[src/rtl/regfile_write_buffer_pkg.sv]
// Shared definitions for the register-file write-back buffer: default widths shared with the
// register file and the bit offsets of the packed FIFO entry {v1,a1,d1,v2,a2,d2}.
package regfile_write_buffer_pkg;

    localparam int unsigned DefAddrW = 5;
    localparam int unsigned DefDataW = 32;

    // Slot-2 data occupies the LSBs; slot-1 valid is the MSB.
    localparam int unsigned OffD2 = 0;

    function automatic int unsigned entry_width(input int unsigned aw, input int unsigned dw);
        return 2 + 2 * aw + 2 * dw;
    endfunction

    function automatic int unsigned off_a2(input int unsigned aw, input int unsigned dw);
        return OffD2 + dw + 0 * aw;
    endfunction

    function automatic int unsigned off_v2(input int unsigned aw, input int unsigned dw);
        return off_a2(aw, dw) + aw;
    endfunction

    function automatic int unsigned off_d1(input int unsigned aw, input int unsigned dw);
        return off_v2(aw, dw) + 1;
    endfunction

    function automatic int unsigned off_a1(input int unsigned aw, input int unsigned dw);
        return off_d1(aw, dw) + dw;
    endfunction

    function automatic int unsigned off_v1(input int unsigned aw, input int unsigned dw);
        return off_a1(aw, dw) + aw;
    endfunction

endpackage

[src/rtl/regfile_write_buffer_wb_fifo.sv]
// Synchronous FIFO holding packed write-back pairs; (log2(Depth)+1)-bit pointers distinguish
// full from empty without a separate occupancy register.
module regfile_write_buffer_wb_fifo #(
    parameter int unsigned Width = 76,
    parameter int unsigned Depth = 4
) (
    input  logic                       clk_i,
    input  logic                       rst_ni,
    input  logic                       flush_i,
    input  logic                       push_i,
    input  logic [Width-1:0]           wdata_i,
    input  logic                       pop_i,
    output logic [Width-1:0]           rdata_o,
    output logic                       full_o,
    output logic                       empty_o,
    output logic [$clog2(Depth):0]     count_o
);

    localparam int unsigned PtrW = $clog2(Depth);
    localparam logic [PtrW:0] PtrOne = 1;

    logic [PtrW:0]      wr_ptr_q, wr_ptr_d;
    logic [PtrW:0]      rd_ptr_q, rd_ptr_d;
    logic [Width-1:0]   mem_q [Depth];
    logic               do_push, do_pop;

    assign full_o  = (wr_ptr_q[PtrW] != rd_ptr_q[PtrW]) &&
                     (wr_ptr_q[PtrW-1:0] == rd_ptr_q[PtrW-1:0]);
    assign empty_o = (wr_ptr_q == rd_ptr_q);
    assign count_o = wr_ptr_q - rd_ptr_q;
    assign rdata_o = mem_q[rd_ptr_q[PtrW-1:0]];

    // A flush cycle discards any concurrent push or pop.
    assign do_push = push_i & ~full_o & ~flush_i;
    assign do_pop  = pop_i & ~empty_o & ~flush_i;

    always_comb begin
        wr_ptr_d = wr_ptr_q;
        rd_ptr_d = rd_ptr_q;
        if (flush_i) begin
            wr_ptr_d = '0;
            rd_ptr_d = '0;
        end else begin
            if (do_push) wr_ptr_d = wr_ptr_q + PtrOne;
            if (do_pop)  rd_ptr_d = rd_ptr_q + PtrOne;
        end
    end

    always_ff @(posedge clk_i or negedge rst_ni) begin
        if (!rst_ni) begin
            wr_ptr_q <= '0;
            rd_ptr_q <= '0;
        end else begin
            wr_ptr_q <= wr_ptr_d;
            rd_ptr_q <= rd_ptr_d;
        end
    end

    always_ff @(posedge clk_i) begin
        if (do_push) mem_q[wr_ptr_q[PtrW-1:0]] <= wdata_i;
    end

endmodule

[src/rtl/regfile_write_buffer.sv]
// Write-back buffer in front of the dual-write-port register file: queues lane pairs, drains one
// pair per cycle through registered write ports, suppressing r0 writes and merging same-address pairs.
module regfile_write_buffer
    import regfile_write_buffer_pkg::*;
#(
    parameter int unsigned ADDR_W   = DefAddrW,
    parameter int unsigned DATA_W   = DefDataW,
    parameter int unsigned DEPTH    = 4,
    parameter bit          ZERO_REG = 1'b1
) (
    input  logic                      clk_t,
    input  logic                      rst_n,
    input  logic                      flush,
    input  logic                      in_valid,
    output logic                      in_ready,
    input  logic                      in_v1,
    input  logic [ADDR_W-1:0]         in_a1,
    input  logic [DATA_W-1:0]         in_d1,
    input  logic                      in_v2,
    input  logic [ADDR_W-1:0]         in_a2,
    input  logic [DATA_W-1:0]         in_d2,
    input  logic                      drain_en,
    output logic [ADDR_W-1:0]         wa1,
    output logic [ADDR_W-1:0]         wa2,
    output logic [DATA_W-1:0]         wd1,
    output logic [DATA_W-1:0]         wd2,
    output logic                      w1_en,
    output logic                      w2_en,
    output logic [$clog2(DEPTH):0]    count,
    output logic                      conflict
);

    localparam int unsigned EntryW = entry_width(ADDR_W, DATA_W);
    localparam int unsigned OffA2  = off_a2(ADDR_W, DATA_W);
    localparam int unsigned OffV2  = off_v2(ADDR_W, DATA_W);
    localparam int unsigned OffD1  = off_d1(ADDR_W, DATA_W);
    localparam int unsigned OffA1  = off_a1(ADDR_W, DATA_W);
    localparam int unsigned OffV1  = off_v1(ADDR_W, DATA_W);

    logic [EntryW-1:0] wdata, head;
    logic              full, empty, push, pop;
    logic              h_v1, h_v2, live1, live2, merge;
    logic [ADDR_W-1:0] h_a1, h_a2;
    logic [DATA_W-1:0] h_d1, h_d2;

    logic [ADDR_W-1:0] wa1_q, wa1_d, wa2_q, wa2_d;
    logic [DATA_W-1:0] wd1_q, wd1_d, wd2_q, wd2_d;
    logic              w1_en_q, w1_en_d, w2_en_q, w2_en_d;
    logic              conflict_q, conflict_d;

    // No pass-through: a full buffer refuses even when it pops in the same cycle.
    assign in_ready = rst_n & ~flush & ~full;
    assign push     = in_valid & in_ready & (in_v1 | in_v2);
    assign pop      = drain_en & ~empty & ~flush;
    assign wdata    = {in_v1, in_a1, in_d1, in_v2, in_a2, in_d2};

    regfile_write_buffer_wb_fifo #(
        .Width (EntryW),
        .Depth (DEPTH)
    ) u_wb_fifo (
        .clk_i   (clk_t),
        .rst_ni  (rst_n),
        .flush_i (flush),
        .push_i  (push),
        .wdata_i (wdata),
        .pop_i   (pop),
        .rdata_o (head),
        .full_o  (full),
        .empty_o (empty),
        .count_o (count)
    );

    assign h_v1 = head[OffV1];
    assign h_a1 = head[OffA1 +: ADDR_W];
    assign h_d1 = head[OffD1 +: DATA_W];
    assign h_v2 = head[OffV2];
    assign h_a2 = head[OffA2 +: ADDR_W];
    assign h_d2 = head[OffD2 +: DATA_W];

    assign live1 = h_v1 & ~(ZERO_REG && (h_a1 == '0));
    assign live2 = h_v2 & ~(ZERO_REG && (h_a2 == '0));
    // Slot 2 is younger, so on an address match only its write survives.
    assign merge = live1 & live2 & (h_a1 == h_a2);

    always_comb begin
        wa1_d      = wa1_q;
        wa2_d      = wa2_q;
        wd1_d      = wd1_q;
        wd2_d      = wd2_q;
        w1_en_d    = 1'b0;
        w2_en_d    = 1'b0;
        conflict_d = 1'b0;
        if (pop) begin
            wa1_d      = h_a1;
            wa2_d      = h_a2;
            wd1_d      = h_d1;
            wd2_d      = h_d2;
            w1_en_d    = live1 & ~merge;
            w2_en_d    = live2;
            conflict_d = merge;
        end
    end

    always_ff @(posedge clk_t or negedge rst_n) begin
        if (!rst_n) begin
            wa1_q      <= '0;
            wa2_q      <= '0;
            wd1_q      <= '0;
            wd2_q      <= '0;
            w1_en_q    <= 1'b0;
            w2_en_q    <= 1'b0;
            conflict_q <= 1'b0;
        end else begin
            wa1_q      <= wa1_d;
            wa2_q      <= wa2_d;
            wd1_q      <= wd1_d;
            wd2_q      <= wd2_d;
            w1_en_q    <= w1_en_d;
            w2_en_q    <= w2_en_d;
            conflict_q <= conflict_d;
        end
    end

    assign wa1      = wa1_q;
    assign wa2      = wa2_q;
    assign wd1      = wd1_q;
    assign wd2      = wd2_q;
    assign w1_en    = w1_en_q;
    assign w2_en    = w2_en_q;
    assign conflict = conflict_q;

endmodule

[config.mk]
export PLATFORM = sky130hd
export DESIGN_NAME = regfile_write_buffer
export DESIGN_NICKNAME = d
export VERILOG_FILES = /design/src/rtl/regfile_write_buffer_pkg.sv /design/src/rtl/regfile_write_buffer_wb_fifo.sv /design/src/rtl/regfile_write_buffer.sv
export SDC_FILE = /design/constraint.sdc
export NUM_CORES = 1
export LEC_CHECK = 0
export CAP_MARGIN = 30
export CORE_MARGIN = 4
export CORE_UTILIZATION = 45
export CTS_CLUSTER_DIAMETER = 80
export DETAILED_ROUTE_END_ITERATION = 10
export PLACE_DENSITY = 0.72
export SYNTH_ARGS = -nofsm -noshare
export SYNTH_HDL_FRONTEND = slang
export SYNTH_SLANG_ARGS = --single-unit
[constraint.sdc]
create_clock -name clk_t -period 4.9 [get_ports clk_t]
set_clock_uncertainty 0.2 [all_clocks]
set_input_delay 0.735 -clock clk_t [delete_from_list [all_inputs] [get_ports clk_t]]
set_output_delay 0.735 -clock clk_t [all_outputs]
set_load 0.02 [all_outputs]
Yosys cells after proc, flatten, opt, wreduce, memory -nomap -nowiden --
Memories as Yosys holds them, arrays and structs flattened. Index checks and enable logic that the tools add are counted.
Operators by class: bitwise operators 22, equality and inequality tests 4, mux-type cells 9, reduce and logical (&&, ||, !) cells 5, $add $sub $neg 3
Operators with widths (number):
- $and 1x1->1 | 15
- $mux 3 | 4
- $logic_not 5->1 | 2
- $add 3x1->3 const B | 2
- $not 1->1 | 6
- $eq 5x5->1 | 1
- $mux 1 | 5
- $reduce_bool 2->1 | 2
- $eq 3x3->1 | 1
- $sub 3x3->3 | 1
- $eq 2x2->1 | 1
- $logic_and 1x1->1 | 1
- $ne 1x1->1 | 1
- $or 1x1->1 | 1
Word-level totals: output and inout port bits 81, flip-flop bits (word level) 83, memories kept 1, bits in writable memories 304, logic and storage cells 53
Memory list:
- u_wb_fifo.mem_q | depth 4, bits a word 76, read ports 1, clocked after Yosys merged registers in 0, write ports 1, RTL line regfile_write_buffer_wb_fifo.sv:24 | logic [Width-1:0] mem_q [Depth];

Depth between registers and ports, before layout --
Gate-level depths: netlist (run 1).
depth after elaboration 10, gate-level depth with buffers 11, depth with buffers taken out 6

Modules after synthesis --
From an unflattened synthesis (run 1), not the netlist that was laid out.
Unflattened totals: cell total of the unflattened synthesis 635, area total of the unflattened synthesis 14495.2 µm²
By module, submodules not included:
- regfile_write_buffer_wb_fifo | area each 11533.6 µm², cells an instance 460, instances 1, seq. area each 9278.9 µm²
- regfile_write_buffer | area each 2961.6 µm², cells an instance 175, instances 1, seq. area each 1926.8 µm²

Worst setup path before layout (run 1) --
OpenSTA, ideal clock, no wires.
path type reg-to-reg, from register u_wb_fifo.rd_ptr_q[1], to memory u_wb_fifo.mem_q[0][0], enable pin, stages on the path, launching flop included 10, arrival 4687 ps, data required time 4257 ps, setup slack -429 ps, setup time 443 ps, clock period less this slack 5329 ps, path through dfrtp_1 > buf_2 > buf_2 > buf_2 > buf_1 > inv_1 > ha_1 > and2_1 > a2111oi_1 > and2_1
On the way: longest elaborated chain between the ends 10
RTL lines:
- start: declaration | RTL line regfile_write_buffer_wb_fifo.sv:23 | logic [PtrW:0] rd_ptr_q, rd_ptr_d;
- start signal: assignment | RTL line regfile_write_buffer_wb_fifo.sv:55 | rd_ptr_q <= rd_ptr_d;
- $eq 2x2->1 * | RTL line regfile_write_buffer_wb_fifo.sv:28 | (wr_ptr_q[PtrW-1:0] == rd_ptr_q[PtrW-1:0]);
- $logic_and 1x1->1 * | RTL line regfile_write_buffer_wb_fifo.sv:27 | assign full_o = (wr_ptr_q[PtrW] != rd_ptr_q[PtrW]) &&
- $not 1->1 * | RTL line regfile_write_buffer_wb_fifo.sv:34, regfile_write_buffer.sv:52
- $and 1x1->1 | RTL line regfile_write_buffer.sv:52 | assign in_ready = rst_n & ~flush & ~full;
- $and 1x1->1 (2 in a row) | RTL line regfile_write_buffer.sv:53 | assign push = in_valid & in_ready & (in_v1 | in_v2);
- $and 1x1->1 * (2 in a row) | RTL line regfile_write_buffer_wb_fifo.sv:34 | assign do_push = push_i & ~full_o & ~flush_i;
- $mux 1 * | RTL line regfile_write_buffer_wb_fifo.sv:60 | if (do_push) mem_q[wr_ptr_q[PtrW-1:0]] <= wdata_i;
- $mux 1 (implied by the code) * | RTL line regfile_write_buffer_wb_fifo.sv:60
- end: declaration | RTL line regfile_write_buffer_wb_fifo.sv:24
Every way passes the cells marked *; elsewhere a longest branch is shown, timed or not.

Worst setup path after layout (run 1) --
from register u_wb_fifo.rd_ptr_q[1], to output in_ready
On the way: longest elaborated chain between the ends 4
RTL lines:
- $eq 2x2->1 | RTL line regfile_write_buffer_wb_fifo.sv:28
- $logic_and 1x1->1 | RTL line regfile_write_buffer_wb_fifo.sv:27
- $not 1->1 | RTL line regfile_write_buffer.sv:52
- $and 1x1->1 | RTL line regfile_write_buffer.sv:52
- end: declaration | RTL line regfile_write_buffer.sv:15 | output logic in_ready,
Every way passes these cells.

==> flow_metrics.tcl, run 1 <==
set metrics [dict create \
    layout.nets 902 \
    yosysSeqAreaShare 0.781 \
    min_period_ps 3660 \
    grt_setup_unrepaired "no" \
    netlist_area_sq_um 14300 \
    rrSetupSlack_ps 1490 \
    antenna_left 0 \
    powerDensity_nw_per_um2 494 \
    antenna_found_initial 5 \
    die_w_um 187 \
    regArea_sq_um 11200 \
    critPathCaptureType "primary output" \
    place.gp.congestion 0.715 \
    tns_ps 0 \
    clock.fmax_ghz 0.274 \
    startpoint_type "flip-flop" \
    relSlewSlack 0.530 \
    stdcell_count 1246 \
    syn_avg_cell_area_sq_um 23.1 \
    grt-ovfl-total 0 \
    coreArea_sq_um 31500 \
    yosys_warnings 0 \
    yosys-top-cells-count "edfxtp_1, dfrtp_1, mux2_2" \
    clock_latency_ps 530 \
    ir_worst_vdd_v 0.000266 \
    ys_types 34 \
    min_path_cells 1 \
    diodes 0 \
    routed_wl_um 27300 \
    cp_max_fo 35 \
    synthArstFlopShare 0.214 \
    port_buffers 161 \
    critPathKind "flip-flop to primary output" \
    grt_max_degree 66 \
    synthTopCellsByArea "edfxtp_1, dfrtp_1, mux4_2, mux2_2, ha_1" \
    netlist_instances 622 \
    post_cts_buffers 0 \
    grt_use_total 0.159 \
    synth_top_area_share 0.636 \
    worstRegToRegCells 7 \
    cts_buffers 39 \
    via_per_inst 5.36 \
    grt_pass1_vias 7268 \
    yosysTopAreaCell "edfxtp_1" \
    reg2reg_from "u_wb_fifo.rd_ptr_q[1]" \
    start_util 0.456 \
    whs_ps 303 \
    drt_iter0_drc 473 \
    clk_path_buf_depth 3 \
    critPathRequiredTime_ps 3960 \
    slew_viol_final 0 \
    wire_per_inst_um 21.9 \
    hp-class "flip-flop to flip-flop" \
    num_vias 6681 \
    num_rows 65 \
    worst_pin_slew_ps 704 \
    min-delay-start "wd1[24]" \
    synth_edf_count 304 \
    leakagePower_nw 6.00 \
    clkSinkCount 387 \
    h-tree-depth 2 \
    cap_violations 0 \
    cp.arrival_ps 2720 \
    dieHeight_um 187 \
    synth_nets 711 \
    synthFlopType "edfxtp_1" \
    floorplan.io_pins 162 \
    fillers 2322 \
    multi_input_area_sq_um 2990 \
    hpwlAfterDp_um 17100 \
    setup_viol 0 \
    holdPathEnd "wd1[24]" \
    clk_pin_slew_ps 60 \
    status "completed" \
    dieArea_sq_um 34800 \
    final_layout_size_suffix_gt1_frac 0.273 \
    min_period_over_period 0.746 \
    root_buffer "clkbuf_16" \
    dr.pass1.iters 4 \
    cts_tree "yes" \
    drc 0 \
    dp.cells 1172 \
    grt_pass1_wl_um 43200 \
    cts_resized 0 \
    syn2layout_area_growth_pct 24.4 \
    r2r_end "u_wb_fifo.mem_q[2][44]" \
    synth_most_common_cell "edfxtp_1" \
    synth_seq_cells 387 \
    finalHoldViolations 0 \
]
==> layout by cell type (no fill, tap or decap), types with 5 or more instances in the layout <==
| cell type | netlist | routed |
|---|---|---|
| clkdlybuf4s50_1 | 0 | 160 |
| clkbuf_1 | 7 | 16 |
| clkbuf_16 | 0 | 41 |
| clkinv_2 | 0 | 5 |
| mux4_2 | 72 | 72 |
| edfxtp_1 | 304 | 304 |
| nor2_1 | 5 | 5 |
| ha_1 | 7 | 7 |
| buf_4 | 0 | 9 |
| mux2_2 | 76 | 76 |
| dfrtp_1 | 83 | 81 |
| xor2_1 | 7 | 7 |
| inv_1 | 7 | 7 |
==> metrics by stage <==
step | setup slack (ps) | instance area [sq um] | utilization | power [W]
final | 1240 | 17800 | 0.567 | 0.00882
after global routing | 1090 | 17800 | 0.567 | 0.00920
after CTS | 1190 | 17800 | 0.566 | 0.00893
after detailed placement | 1340 | 16500 | 0.525 | 0.00604
after global placement | 1360 | 16500 | 0.524 | 0.00600
after floorplan | 363 | 14300 | - | 0.00509
==> routing by layer <==
metal	vias up	track usage	routed length [um]
met3	46	0.0382	1530
li1	2916	-	-
met1	3534	0.221	11700
met2	177	0.261	13500
met4	8	0.0344	429
met5	-	0	55
==> area by class of cell <==
type	count	area share
clock inverter	11	0.00715
timing repair buffer	177	0.103
sequential	387	0.628
inverter	7	0.00147
clock buffer	61	0.0640
multi-input combinational	201	0.168
tap	402	0.0282
==> where the power goes <==
| part | total, W | internal, W | switching (W) |
|---|---|---|---|
| combinational | 0.00183 | 0.00100 | 0.000829 |
| sequential | 0.00411 | 0.00389 | 0.000224 |
| clock | 0.00288 | 0.00168 | 0.00120 |
==> what timing repair did <==
action,in CTS,in global routing
endpoints found under the setup margin,0,0
hold buffers,1,0
hold endpoints to repair,18,0
==> worst max-delay path by stage <==
| stage | from | end | slack, ps | cells after the start |
|---|---|---|---|---|
| final | u_wb_fifo.rd_ptr_q[1] | in_ready | 1240 | 5 |
| after global routing | u_wb_fifo.rd_ptr_q[1] | in_ready | 1090 | 5 |
| after CTS | u_wb_fifo.rd_ptr_q[1] | in_ready | 1190 | 5 |
| after detailed placement | in_v1 | u_wb_fifo.mem_q[3][1] | 1340 | 6 |
| after global placement | in_v1 | u_wb_fifo.mem_q[2][45] | 1360 | 6 |
| after floorplan | u_wb_fifo.rd_ptr_q[1] | u_wb_fifo.mem_q[3][0] | 360 | 9 |
==> critical path: stages, from the launching register on <==
cell	delay [ps]
dfrtp_4	740
inv_1	100
ha_1	320
and2_1	170
a211oi_1	220
clkdlybuf4s50_1	640
==> state kept, by name, indices dropped and copies added, names as in the netlist <==
signal,flops
wd1,32
wa1,5
conflict,1
u_wb_fifo.rd_ptr_q,3
wa2,5
u_wb_fifo.mem_q,304
wd2,32
w2_en,1
w1_en,1
u_wb_fifo.wr_ptr_q,3
==> logic make-up after synthesis <==
logic type	synth area share
flip-flops	0.781
multiplexers	0.180
buffers and inverters	0.0114
AND/OR/NAND/NOR	0.00715
AO/OA/AOI/OAI	0.00680
XOR/XNOR	0.00550
adder cells (fa/ha/maj)	0.00750
Note: power is estimated with default switching activity, not from simulation.
==> run 2, diff against run 1 <==
- PLACE_DENSITY: 0.72 -> 0.69
- clock period: 4.9 -> 3.7 ns (I/O delays scaled with it)
==> run 2 against run 1 <==
  * Clock power up 30%
  * Flip-flop and latch count unchanged
  * Final cell count about the same
  * Combinational power up 34%
  * Global-route usage is 0.13 points higher
  * First-iteration DRC count is 35% higher
  * Core utilization about the same
  * Register-to-register slack worse by 790 ps
  * Count of clock-buffer cells in the layout down 4
  * Largest cell class unchanged
  * Highest routed layer unchanged
==> flow_metrics.tcl, run 2 (synthesized netlist as in run 1, its figures left out) <==
set metrics [dict create \
    num_rows 65 \
    layout_common_cells "edfxtp_1, clkdlybuf4s50_1, dfrtp_1, mux2_2, mux4_2" \
    min_period_over_period 0.930 \
    tns_ps 0 \
    critPathCaptureType "primary output" \
    clock_latency_ps 520 \
    place.gp.congestion 0.746 \
    h-tree-depth 2 \
    grt_use_total 0.160 \
    clkSinkCount 387 \
    coreArea_sq_um 31500 \
    slew_viol_final 0 \
    critPathRequiredTime_ps 2940 \
    hp-class "flip-flop to flip-flop" \
    cap_violations 0 \
    cts_tree "yes" \
    cp.arrival_ps 2690 \
    dp.cells 1174 \
    dieHeight_um 187 \
    clk_path_buf_depth 3 \
    grt_pass1_wl_um 43700 \
    grt_pass1_vias 7351 \
    floorplan.io_pins 162 \
    grt_max_degree 54 \
    antenna_left 0 \
    antenna_found_initial 2 \
    fin_area_sq_um 17800 \
    clock.fmax_ghz 0.291 \
    clk_pin_slew_ps 50 \
    final_layout_size_suffix_gt1_frac 0.278 \
    finalHoldViolations 0 \
    post_cts_buffers 0 \
    die_w_um 187 \
    drc 0 \
    relSlewSlack 0.457 \
    stdcell_count 1247 \
    worst_pin_slew_ps 814 \
    syn2layout_area_growth_pct 24.4 \
    layout.nets 903 \
    routed_wl_um 27700 \
    cp_max_fo 20 \
    ir_worst_vdd_v 0.000460 \
    setup_viol 0 \
    port_buffers 161 \
    status "completed" \
    critPathKind "flip-flop to primary output" \
    dr.pass1.iters 5 \
    start_util 0.456 \
    cts_hold_buffers 1 \
    drt_iter0_drc 640 \
    num_vias 6666 \
    cts_buffers 39 \
    powerDensity_nw_per_um2 651 \
    fillers 2287 \
    hpwlAfterDp_um 17900 \
    grt_setup_unrepaired "no" \
    wire_per_inst_um 22.2 \
    min_period_ps 3440 \
    cts_resized 0 \
    place_area_sq_um 16600 \
    diodes 0 \
    leakagePower_nw 6.01 \
    startpoint_type "flip-flop" \
    largest_reg_flops 304 \
    final_common_cell "edfxtp_1" \
    via_per_inst 5.35 \
    finish.utilization 0.567 \
    dieArea_sq_um 34800 \
    grt-ovfl-total 0 \
    root_buffer "clkbuf_16" \
]
## run 2: changes by cell type in the layout (fill, tap and decap cells not counted), moves of 2 or more
cell	before	now
buf_12	4	8
buf_16	3	0
clkbuf_1	16	12
clkinv_2	5	7
clkinv_4	0	3
clkinvlp_4	3	0
inv_6	0	2
## run 2: metrics by stage
stage	total power (W)	hold slack, ps	setup WS (ps)
finish	0.0116	304	259
global route	0.0121	312	86.5
CTS	0.0118	308	167
detailed placement	0.00800	295	480
global placement	0.00794	289	652
floorplan	0.00675	59.4	120
## run 2: cell type report
type | instances | area (sq um) | area share
Multi-Input combinational cell | 201 | 3010 | 0.169
Clock buffer | 57 | 1130 | 0.0631
Sequential cell | 387 | 11200 | 0.628
Timing Repair Buffer | 178 | 1840 | 0.103
Inverter | 7 | 26.3 | 0.00147
Clock inverter | 15 | 129 | 0.00722
Tap cell | 402 | 503 | 0.0282
## run 2: path summary, 6_finish.rpt
kind / startpoint / end / slack [ps] / depth (start not counted)
max: u_wb_fifo.rd_ptr_q[0] / in_ready / 260 / 4
min: wd2[11] / wd2[11] / 300 / 1
max reg2reg: u_wb_fifo.rd_ptr_q[0] / u_wb_fifo.mem_q[1][24] / 700 / 5
min reg2reg: wd2[11] / wd2[11] / 300 / 1
max in group asynchronous: rst_n / u_wb_fifo.rd_ptr_q[0] / 1690 / 4
min in group asynchronous: rst_n / wd1[29] / 440 / 3
## run 2: power breakdown
group          internal [W]  total (W)  switching (W)
Combinational       0.00132    0.00245        0.00113
Clock               0.00220    0.00375        0.00154
Sequential          0.00515    0.00542       0.000276
Total               0.00867     0.0116        0.00295
## run 2: critical path, cell delays in order (launching register included)
cell             delay, ps
dfrtp_4                630
ha_1                   380
and2_1                 190
a211oi_1               310
clkdlybuf4s50_1        660
## run 2: routing by layer
layer  part of all wire  GRT usage
met3              0.054     0.0342
met1               0.43      0.223
met2               0.50      0.265
met4              0.016     0.0358
met5            0.00097          0
==> run 3, diff against run 2 <==
- SETUP_SLACK_MARGIN: default -> 0.3
==> run 3 against run 2 <==
  * Critical path depth up 1
  * Hold slack lost 0.77 ps
  * Non-clock buffer count rose by 4
  * Power is 2.2% higher
  * Sequential share of layout area shrank 0.49 points
  * Core utilization is 0.44 points higher
  * Register-to-register slack worse by 30 ps
  * Worst setup slack better by 180 ps
  * Critical path type unchanged
  * Highest routed layer is now met4
==> flow_metrics.tcl, run 3 (synthesized netlist as in run 1, its figures left out) <==
set metrics [dict create \
    syn2layout_area_growth_pct 25.4 \
    final_layout_size_suffix_gt1_frac 0.276 \
    drc 0 \
    antenna_left 0 \
    ir_worst_vdd_v 0.000382 \
    grt_use_total 0.159 \
    clock.fmax_ghz 0.307 \
    power.switching_w 0.00291 \
    port_buffers 161 \
    antenna_found_initial 0 \
    dieArea_sq_um 34800 \
    hpwlAfterDp_um 18100 \
    place.gp.congestion 0.758 \
    coreArea_sq_um 31500 \
    cp_max_fo 4 \
    hp-class "flip-flop to flip-flop" \
    cts_tree "yes" \
    crit_family "buffers and inverters" \
    dr.pass1.iters 5 \
    grt-ovfl-total 0 \
    clkSinkCount 387 \
    clk_path_buf_depth 3 \
    tns_ps 0 \
    h-tree-depth 2 \
    clock_latency_ps 510 \
    dp.cells 1178 \
    start_util 0.456 \
    layout_common_cells "edfxtp_1, clkdlybuf4s50_1, dfrtp_1, mux2_2, mux4_2" \
    die_w_um 187 \
    rrSetupSlack_ps 670 \
    largest_reg_flops 304 \
    floorplan.io_pins 162 \
    worst_path_largest_cell_delay_ps 660 \
    clk_pin_slew_ps 60 \
    p_int_w 0.00897 \
    cap_violations 0 \
    sw_frac_of_total 0.245 \
    pwr-share-comb 0.207 \
    cp.arrival_ps 2500 \
    drt_iter0_drc 591 \
    grt_max_degree 49 \
    slew_viol_final 0 \
    grt_setup_unrepaired "no" \
    min_period_ps 3260 \
    crit_slowest_cell "clkdlybuf4s50_1" \
    cts_resized 0 \
    startpoint_type "flip-flop" \
    powerDensity_nw_per_um2 660 \
    cts_hold_buffers 1 \
    final_common_cell "edfxtp_1" \
    place_area_sq_um 16600 \
    worstRegToRegCells 5 \
    num_vias 6624 \
    r2r_end "w1_en" \
    fin_area_sq_um 18000 \
    min_path_cells 1 \
    setup_viol 0 \
    whs_ps 303 \
    critPathRequiredTime_ps 2940 \
    grt_pass1_vias 7523 \
    pwr-share-clk 0.337 \
    worst_pin_slew_ps 892 \
    seq_power_share 0.456 \
    reg2reg_from "u_wb_fifo.rd_ptr_q[0]" \
    dieHeight_um 187 \
    holdPathEnd "wd2[12]" \
    critPathKind "flip-flop to primary output" \
    finalHoldViolations 0 \
    relSlewSlack 0.405 \
    totalPowerFinal_w 0.0119 \
    diodes 0 \
    crit_buf_inv 2 \
    min_period_over_period 0.880 \
    fillers 2272 \
    cts_buffers 40 \
    post_cts_buffers 0 \
    wire_per_inst_um 22.1 \
    layout.nets 908 \
    critPathCaptureType "primary output" \
    path_cells "inv_1 -> ha_1 -> and2_1 -> a211oi_1 -> clkdlybuf4s50_1" \
    min-delay-start "wd2[12]" \
    leakagePower_nw 6.07 \
    stdcell_count 1251 \
    root_buffer "clkbuf_16" \
    routed_wl_um 27700 \
    grt_pass1_wl_um 43200 \
    via_per_inst 5.29 \
    status "completed" \
    num_rows 65 \
]
## run 3: cell types whose count changed in the layout (fill, tap and decap cells not counted), sizes merged
cell / previous run / this run
buf: 17 / 21
clkbuf: 57 / 61
bufinv: 1 / 5
inv: 9 / 7
clkinv: 12 / 6
## run 3: final cells by class
| class | instances | area, sq um | share of cell area |
|---|---|---|---|
| sequential | 387 | 11200 | 0.624 |
| inverter | 7 | 26.3 | 0.00146 |
| clock inverter | 11 | 180 | 0.0100 |
| timing repair buffer | 182 | 1900 | 0.106 |
| multi-input combinational | 201 | 3010 | 0.167 |
| clock buffer | 61 | 1150 | 0.0640 |
| tap | 402 | 503 | 0.0280 |
## run 3: how the worst max path moves through the flow
stage                          startpoint                    end  slack (ps)  depth (start not counted)
detailed placement                  in_v2  u_wb_fifo.mem_q[0][9]         430                          5
CTS                 u_wb_fifo.wr_ptr_q[0]               in_ready         400                          5
global route        u_wb_fifo.wr_ptr_q[0]               in_ready         320                          5
finish              u_wb_fifo.wr_ptr_q[0]               in_ready         440                          5
floorplan           u_wb_fifo.rd_ptr_q[1]  u_wb_fifo.mem_q[0][0]         330                          9
global placement                    in_v2  u_wb_fifo.mem_q[0][9]         490                          5
## run 3: through the flow
| step | utilization | worst slack [ps] |
|---|---|---|
| floorplan | - | 328 |
| global placement | 0.528 | 495 |
| detailed placement | 0.529 | 425 |
| CTS | 0.571 | 405 |
| global route | 0.571 | 318 |
| finish | 0.571 | 443 |
## run 3: power groups by stage
stage	combinational, W	sequential [W]	clock (W)
floorplan	0.000801	0.00595	0
global placement	0.00247	0.00548	0
detailed placement	0.00249	0.00551	0
CTS	0.00250	0.00543	0.00411
global route	0.00260	0.00547	0.00431
finish	0.00246	0.00541	0.00400
## run 3: layer usage
metal  GRT usage  vias to the layer above  wire length [um]
li1            -                     2935                 -
met1       0.209                     3446             11500
met2       0.272                      193             13900
met3      0.0342                       50              1520
met4      0.0469                        0               717
met5           0                        -                 0
